$ cat config.mk
export PLATFORM = sky130hd
export DESIGN_NAME = fetch_responder
export DESIGN_NICKNAME = d
export VERILOG_FILES = /design/src/rtl/fetch_responder.sv
export SDC_FILE = /design/constraint.sdc
export NUM_CORES = 2
export LEC_CHECK = 0
export CORE_MARGIN = 1
export CORE_UTILIZATION = 30
export DETAILED_ROUTE_END_ITERATION = 8
export DONT_BUFFER_PORTS = 1
export GPL_TIMING_DRIVEN = 0
export HOLD_SLACK_MARGIN = 0.15
export MAX_ROUTING_LAYER = met4
export PLACE_DENSITY = 0.43
export SLEW_MARGIN = 20
export SYNTH_ARGS = -nofsm -noshare
export SYNTH_HDL_FRONTEND = slang
export SYNTH_MEMORY_MAX_BITS = 65536
export SYNTH_SLANG_ARGS = --single-unit
$ cat constraint.sdc
create_clock -name clk -period 10 [get_ports clk]
set_input_delay 2.5 -clock clk [delete_from_list [all_inputs] [get_ports clk]]
set_output_delay 2.5 -clock clk [all_outputs]
set_load 0.05 [all_outputs]
$ cat src/rtl/fetch_responder.sv
// Instruction-memory responder: in-order fetch responses after a fixed latency, flushable.
// Optional FETCH_STALL_EN adds LFSR-driven pseudo-random backpressure on reqReady.
module fetch_responder #(
  parameter int WIDTH     = 31,
  parameter int DEPTH_LOG = 7,
  parameter int LATENCY   = 2,
  parameter int Q_DEPTH   = 4
) (
  input  logic                 clk,
  input  logic                 globalReset,
  input  logic                 reqValid,
  output logic                 reqReady,
  input  logic [WIDTH:0]       reqPC,
  input  logic                 flush,
  output logic                 respValid,
  input  logic                 respReady,
  output logic [WIDTH:0]       respInstr,
  output logic [WIDTH:0]       respPC,
  output logic                 respFault,
  input  logic                 loadEn,
  input  logic [DEPTH_LOG-1:0] loadAddr,
  input  logic [WIDTH:0]       loadData
);
  localparam int PW = $clog2(Q_DEPTH);
  localparam int CW = PW + 1;
  localparam logic [CW-1:0]  Q_FULL = CW'(Q_DEPTH);
  localparam logic [WIDTH:0] NOP    = (WIDTH+1)'(32'h0000_0013);

  logic [WIDTH:0] mem [2**DEPTH_LOG];

  always_ff @(posedge clk)
    if (loadEn) mem[loadAddr] <= loadData;

  // Combinational read in the accept cycle; the NBA write above makes a same-edge load read-before-write.
  logic [DEPTH_LOG-1:0] word_idx;
  logic                 req_fault;
  logic [WIDTH:0]       req_instr;
  assign word_idx  = reqPC[DEPTH_LOG+1:2];
  assign req_fault = (|reqPC[1:0]) | (|reqPC[WIDTH:DEPTH_LOG+2]);
  assign req_instr = req_fault ? NOP : mem[word_idx];

  logic stall;
`ifdef FETCH_STALL_EN
  logic [7:0] lfsr_q, lfsr_d;
  always_comb lfsr_d = {lfsr_q[6:0], lfsr_q[7] ^ lfsr_q[5] ^ lfsr_q[4] ^ lfsr_q[3]};
  always_ff @(posedge clk)
    if (globalReset) lfsr_q <= 8'hA5;
    else             lfsr_q <= lfsr_d;
  assign stall = &lfsr_q[1:0];
`else
  assign stall = 1'b0;
`endif

  logic [LATENCY-1:0]            vld_pipe_q, vld_pipe_d;
  logic [LATENCY-1:0]            flt_pipe_q, flt_pipe_d;
  logic [LATENCY-1:0][WIDTH:0]   pc_pipe_q, pc_pipe_d;
  logic [LATENCY-1:0][WIDTH:0]   instr_pipe_q, instr_pipe_d;
  logic [PW-1:0]                 wr_ptr_q, wr_ptr_d, rd_ptr_q, rd_ptr_d;
  logic [CW-1:0]                 cnt_q, cnt_d, occ_q, occ_d;

  logic [WIDTH:0] fifo_pc    [Q_DEPTH];
  logic [WIDTH:0] fifo_instr [Q_DEPTH];
  logic           fifo_fault [Q_DEPTH];

  logic accept, push, pop, resp_valid;

  // Occupancy counts in-flight plus queued entries, so the FIFO can never overflow.
  assign reqReady   = !globalReset && (occ_q < Q_FULL) && !stall;
  assign accept     = reqValid & reqReady & !flush;
  assign resp_valid = !globalReset && (cnt_q != '0);
  assign respValid  = resp_valid;
  assign respPC     = resp_valid ? fifo_pc[rd_ptr_q]    : '0;
  assign respInstr  = resp_valid ? fifo_instr[rd_ptr_q] : '0;
  assign respFault  = resp_valid & fifo_fault[rd_ptr_q];

  always_comb begin
    vld_pipe_d   = '0;
    flt_pipe_d   = '0;
    pc_pipe_d    = '0;
    instr_pipe_d = '0;
    vld_pipe_d[0]   = accept;
    flt_pipe_d[0]   = req_fault;
    pc_pipe_d[0]    = reqPC;
    instr_pipe_d[0] = req_instr;
    for (int i = 1; i < LATENCY; i++) begin
      vld_pipe_d[i]   = vld_pipe_q[i-1];
      flt_pipe_d[i]   = flt_pipe_q[i-1];
      pc_pipe_d[i]    = pc_pipe_q[i-1];
      instr_pipe_d[i] = instr_pipe_q[i-1];
    end
    push     = vld_pipe_q[LATENCY-1] & !flush;
    pop      = resp_valid & respReady & !flush;
    wr_ptr_d = wr_ptr_q + PW'(push);
    rd_ptr_d = rd_ptr_q + PW'(pop);
    cnt_d    = cnt_q + CW'(push) - CW'(pop);
    occ_d    = occ_q + CW'(accept) - CW'(pop);
    if (flush) begin
      vld_pipe_d = '0;
      wr_ptr_d   = '0;
      rd_ptr_d   = '0;
      cnt_d      = '0;
      occ_d      = '0;
    end
  end

  always_ff @(posedge clk) begin
    if (globalReset) begin
      vld_pipe_q   <= '0;
      flt_pipe_q   <= '0;
      pc_pipe_q    <= '0;
      instr_pipe_q <= '0;
      wr_ptr_q     <= '0;
      rd_ptr_q     <= '0;
      cnt_q        <= '0;
      occ_q        <= '0;
    end else begin
      vld_pipe_q   <= vld_pipe_d;
      flt_pipe_q   <= flt_pipe_d;
      pc_pipe_q    <= pc_pipe_d;
      instr_pipe_q <= instr_pipe_d;
      wr_ptr_q     <= wr_ptr_d;
      rd_ptr_q     <= rd_ptr_d;
      cnt_q        <= cnt_d;
      occ_q        <= occ_d;
    end
  end

  always_ff @(posedge clk)
    if (push && !globalReset) begin
      fifo_pc[wr_ptr_q]    <= pc_pipe_q[LATENCY-1];
      fifo_instr[wr_ptr_q] <= instr_pipe_q[LATENCY-1];
      fifo_fault[wr_ptr_q] <= flt_pipe_q[LATENCY-1];
    end
endmodule

==> results.txt <==
Skew-Pair Late Insertion Delay = 1.07 ns
Most prevalent standard cell on the critical path = buf_2
Global-route usage over all layers = 18.6%
DIE WIDTH = 754 um
Most instantiated flip-flop cell in the synthesis netlist = edfxtp_1
Final HPWL from detailed placement = 351 mm
Maximum operating frequency = 0.134 GHz
Number of hold violations in the final report = 0
Initial standard-cell utilization of the core = 30.2%
Synth-to-Final Area Change = 18.1%
Max stage delay on crit path = 1.05 ns
Die Y-Extent = 754 um
Number of iterations in the first detailed-routing pass = 6
Async set-reset flop share out of synthesis = 0%
Proportion of layout cells with a drive suffix above 1 = 30.9%
Final net count = 7898
Site Rows = 275
Total of max-cap violations = 0
Number of clock sinks = 4498
Final critical delay including setup and external delays = 7.48 ns
Input/output buffers = 0
Number of global-route vias before repair = 81668
Number of pins exceeding their max-slew limit in the final report = 0
Drt wl/cell = 33.4 um
Core outline area = 562000 um^2
CTS Hold Buffers Added = 0
Kind of end point of the critical path = flip-flop
Number of synthesized flops with an enable pin = 4356
Number of ports placed on the die boundary = 144
Family of cells with the greatest summed delay on the critical path = buffers and inverters
Total vias in the final route = 79666
Warnings, synthesis = 0
First-pass GRT wire length = 711 mm
Clock-pin slew on the worst setup and hold paths = 0.06 ns
Root Buffer Master = clkbuf_16
Critical path fanouts, max = 11
Data arrival, critical path = 8.20 ns
Post-synthesis instance area = 170000 um^2
Largest family of logic cells by synthesized area = multiplexers
Remaining global-route overflow = 0
Count of distinct cell types in the synthesized netlist = 53
Number of nets with antenna violations after routing = 0
Final period util = 74.8%
Post-synthesis share of cell area spent on full adders, half adders and majority gates = 0.0457%
Vias/cell = 5.06
Sequential element share of the synthesized area = 78.7%
Slew at the pin closest to its max-slew limit = 1.30 ns
Final setup violation count = 0
Clock buffer count from CTS = 466
Antenna violations before repair = 78
H-Tree Level Count = 5
Buf/Inv on CP = 5
Routability cong. = 0.932
Iter 0 DRT Violations = 9807
Peak VDD IR = 0.000161 V
Setup crit start kind = input pin
Pin count of the biggest net entering global routing = 129
Clock Tree Buf Depth = 4
DRC violation count after routing = 0
Post-synthesis compound-gate area fraction = 0.791%
Number of flip-flops and latches in the synthesized netlist = 4498
Synthesized-area fraction occupied by xor and xnor cells = 0.0413%
Post-synthesis mux area share = 17.8%
Cells traversed along the worst timing path = buf_2, buf_2, buf_2, buf_2, clkbuf_1, mux4_2, mux2i_1, a32oi_1, a32oi_1, o221ai_1
Die area = 569000 um^2
Sum of internal, switching and leakage power = 0.0393 W
Slowest-stage cell, CP = a32oi_1
Required arrival time at the worst endpoint = 10.72 ns
Final setup TNS = 0 ns
Crit path kind = input pin to flip-flop
Number of gates given a new drive strength after cts = 0
Leakage Power = 61.3 nW
Pwr Density = 196 nW/um^2
Total routed wirelength = 525 mm
Setup repair after global routing missed its margin = no
Mapped Nets = 7142
Max_slew headroom = 13.1%
Min-delay worst type = flip-flop to flip-flop
Status = finished, final reports clean
Post CTS Setup Buffer Count = 0
Post-route clock skew = 0.0570 ns
Post-Synthesis Cells = 7060
Area fraction in and, or, nand and nor cells after synthesis = 1.58%
TritonCTS clock tree = done
Mean cell area of the mapped netlist = 24.0 um^2
path summary, 6_finish.rpt:
check                 from               end  slack (ns)  cells past startpoint
max reg2reg   mem[106][11]  instr_pipe_d[43]        6.16                      5
min reg2reg  pc_pipe_d[43]     pc_pipe_q[43]        0.41                      1
min          pc_pipe_d[43]     pc_pipe_q[43]        0.41                      1
max               reqPC[3]  instr_pipe_d[57]        2.52                     10
flip-flops by register name (all words and copies together), names as in the netlist:
register,flops
mem,4096
fifo_instr,128
fifo_pc,128
instr_pipe_d,32
instr_pipe_q,32
pc_pipe_d,32
pc_pipe_q,32
fifo_fault,4
cnt_q,3
occ_q,3
flt_pipe_q,2
rd_ptr_q,2
vld_pipe_q,2
wr_ptr_q,2
per-stage QoR:
step                setup WS (ns)  hold WS, ns  area [um^2]  util [%]  cells
floorplan                    1.59        0.406       170000         -   7060
finish                       2.52        0.413       200000      35.6  15733
global route                 2.61        0.441       200000      35.6  15696
detailed placement           1.35        0.421       186000      33.0  14824
CTS                          2.48        0.423       200000      35.6  15672
global placement            -3.87        0.422       179000      31.9  14539
layer usage:
metal	part of all wire (%)	GRT usage, %	wire [um]	vias up
met3	7.1	3.35	37400	635
met1	42	25.1	222000	44218
met4	3.0	4.98	15600	0
met5	0	-	0	-
met2	48	29.3	249000	2880
li1	-	-	-	31933
synthesized netlist by cell type (6+ instances only):
cell / instances / share of area (%)
a21oi_1: 6 / 0.018
a22oi_1: 6 / 0.027
a31oi_1: 6 / 0.022
a32oi_1: 86 / 0.44
and2_1: 71 / 0.26
buf_1: 55 / 0.12
buf_2: 111 / 0.33
buf_4: 12 / 0.053
clkbuf_1: 199 / 0.44
dfxtp_1: 142 / 1.7
edfxtp_1: 4356 / 77
mux2_2: 40 / 0.27
mux2i_1: 150 / 0.88
mux4_2: 1257 / 17
nand2_1: 146 / 0.32
nand2b_1: 7 / 0.026
nand3_1: 18 / 0.053
nand4_1: 6 / 0.022
nor2_1: 153 / 0.34
nor2b_1: 116 / 0.43
nor3_1: 11 / 0.032
nor4_1: 7 / 0.026
o21ai_0: 6 / 0.018
o221ai_1: 29 / 0.15
xnor2_1: 7 / 0.036
report_power, final:
group | internal [W] | switching (W) | total (W)
Clock | 0.00949 | 0.00739 | 0.0169
Sequential | 0.0207 | 0.0000229 | 0.0208
Combinational | 0.000635 | 0.000997 | 0.00163
Total | 0.0308 | 0.00841 | 0.0393
cell type report:
class                   instances  area, um^2
clock buffers                 597       12300
well taps                    7479        9360
clock inverters               251        2310
fillers                     51435      362000
multi-input cells            2175       35400
plain buffers                 381        1720
inverters                       6        22.5
flip-flops and latches       4498      134000
repair buffers                288        5480
diodes                         58         145
cell families (layout without fill, tap and decap cells):
family,after synthesis,in the layout
and+or+nand+nor,552,552
other,0,58
adders and majority gates,5,5
DFF,4498,4498
muxes,1447,1447
AOI/OAI and AO/OA,163,163
buffers and inverters,387,1523
xor gates and xnor gates,8,8
worst register-to-register path, stage by stage (launching register included):
cell and delay, ns:
edfxtp_1 0.37, mux4_2 0.52, mux4_2 0.56, mux2_2 0.45, a32oi_1 0.90, o221ai_1 0.72
placed cells by master (no fill, tap or decap), types with 6 or more instances in the layout:
cell and count:
nor4_1 7, clkinv_16 8, nor2b_1 116, nor3_1 6, edfxtp_1 4356, buf_4 62, buf_16 61, mux2_2 40
nand2b_1 7, buf_2 126, buf_12 163, a31oi_1 6, nor2_1 29, o221ai_1 29, xnor2_1 7, nand3_1 18
dfxtp_1 142, clkinv_8 8, buf_1 39, nor2_4 124, nand4_1 6, clkinv_1 104, clkinv_2 74, a22oi_1 6
diode_2 58, and2_1 71, clkbuf_2 42, clkbuf_8 12, mux2i_1 150, clkbuf_16 469, inv_6 8, clkbuf_1 274
nand2_1 146, bufinv_16 31, buf_6 15, clkinvlp_4 13, a21oi_1 6, mux4_2 1257, o21ai_0 6, a32oi_1 86
Note: power is estimated with default switching activity, not from simulation.
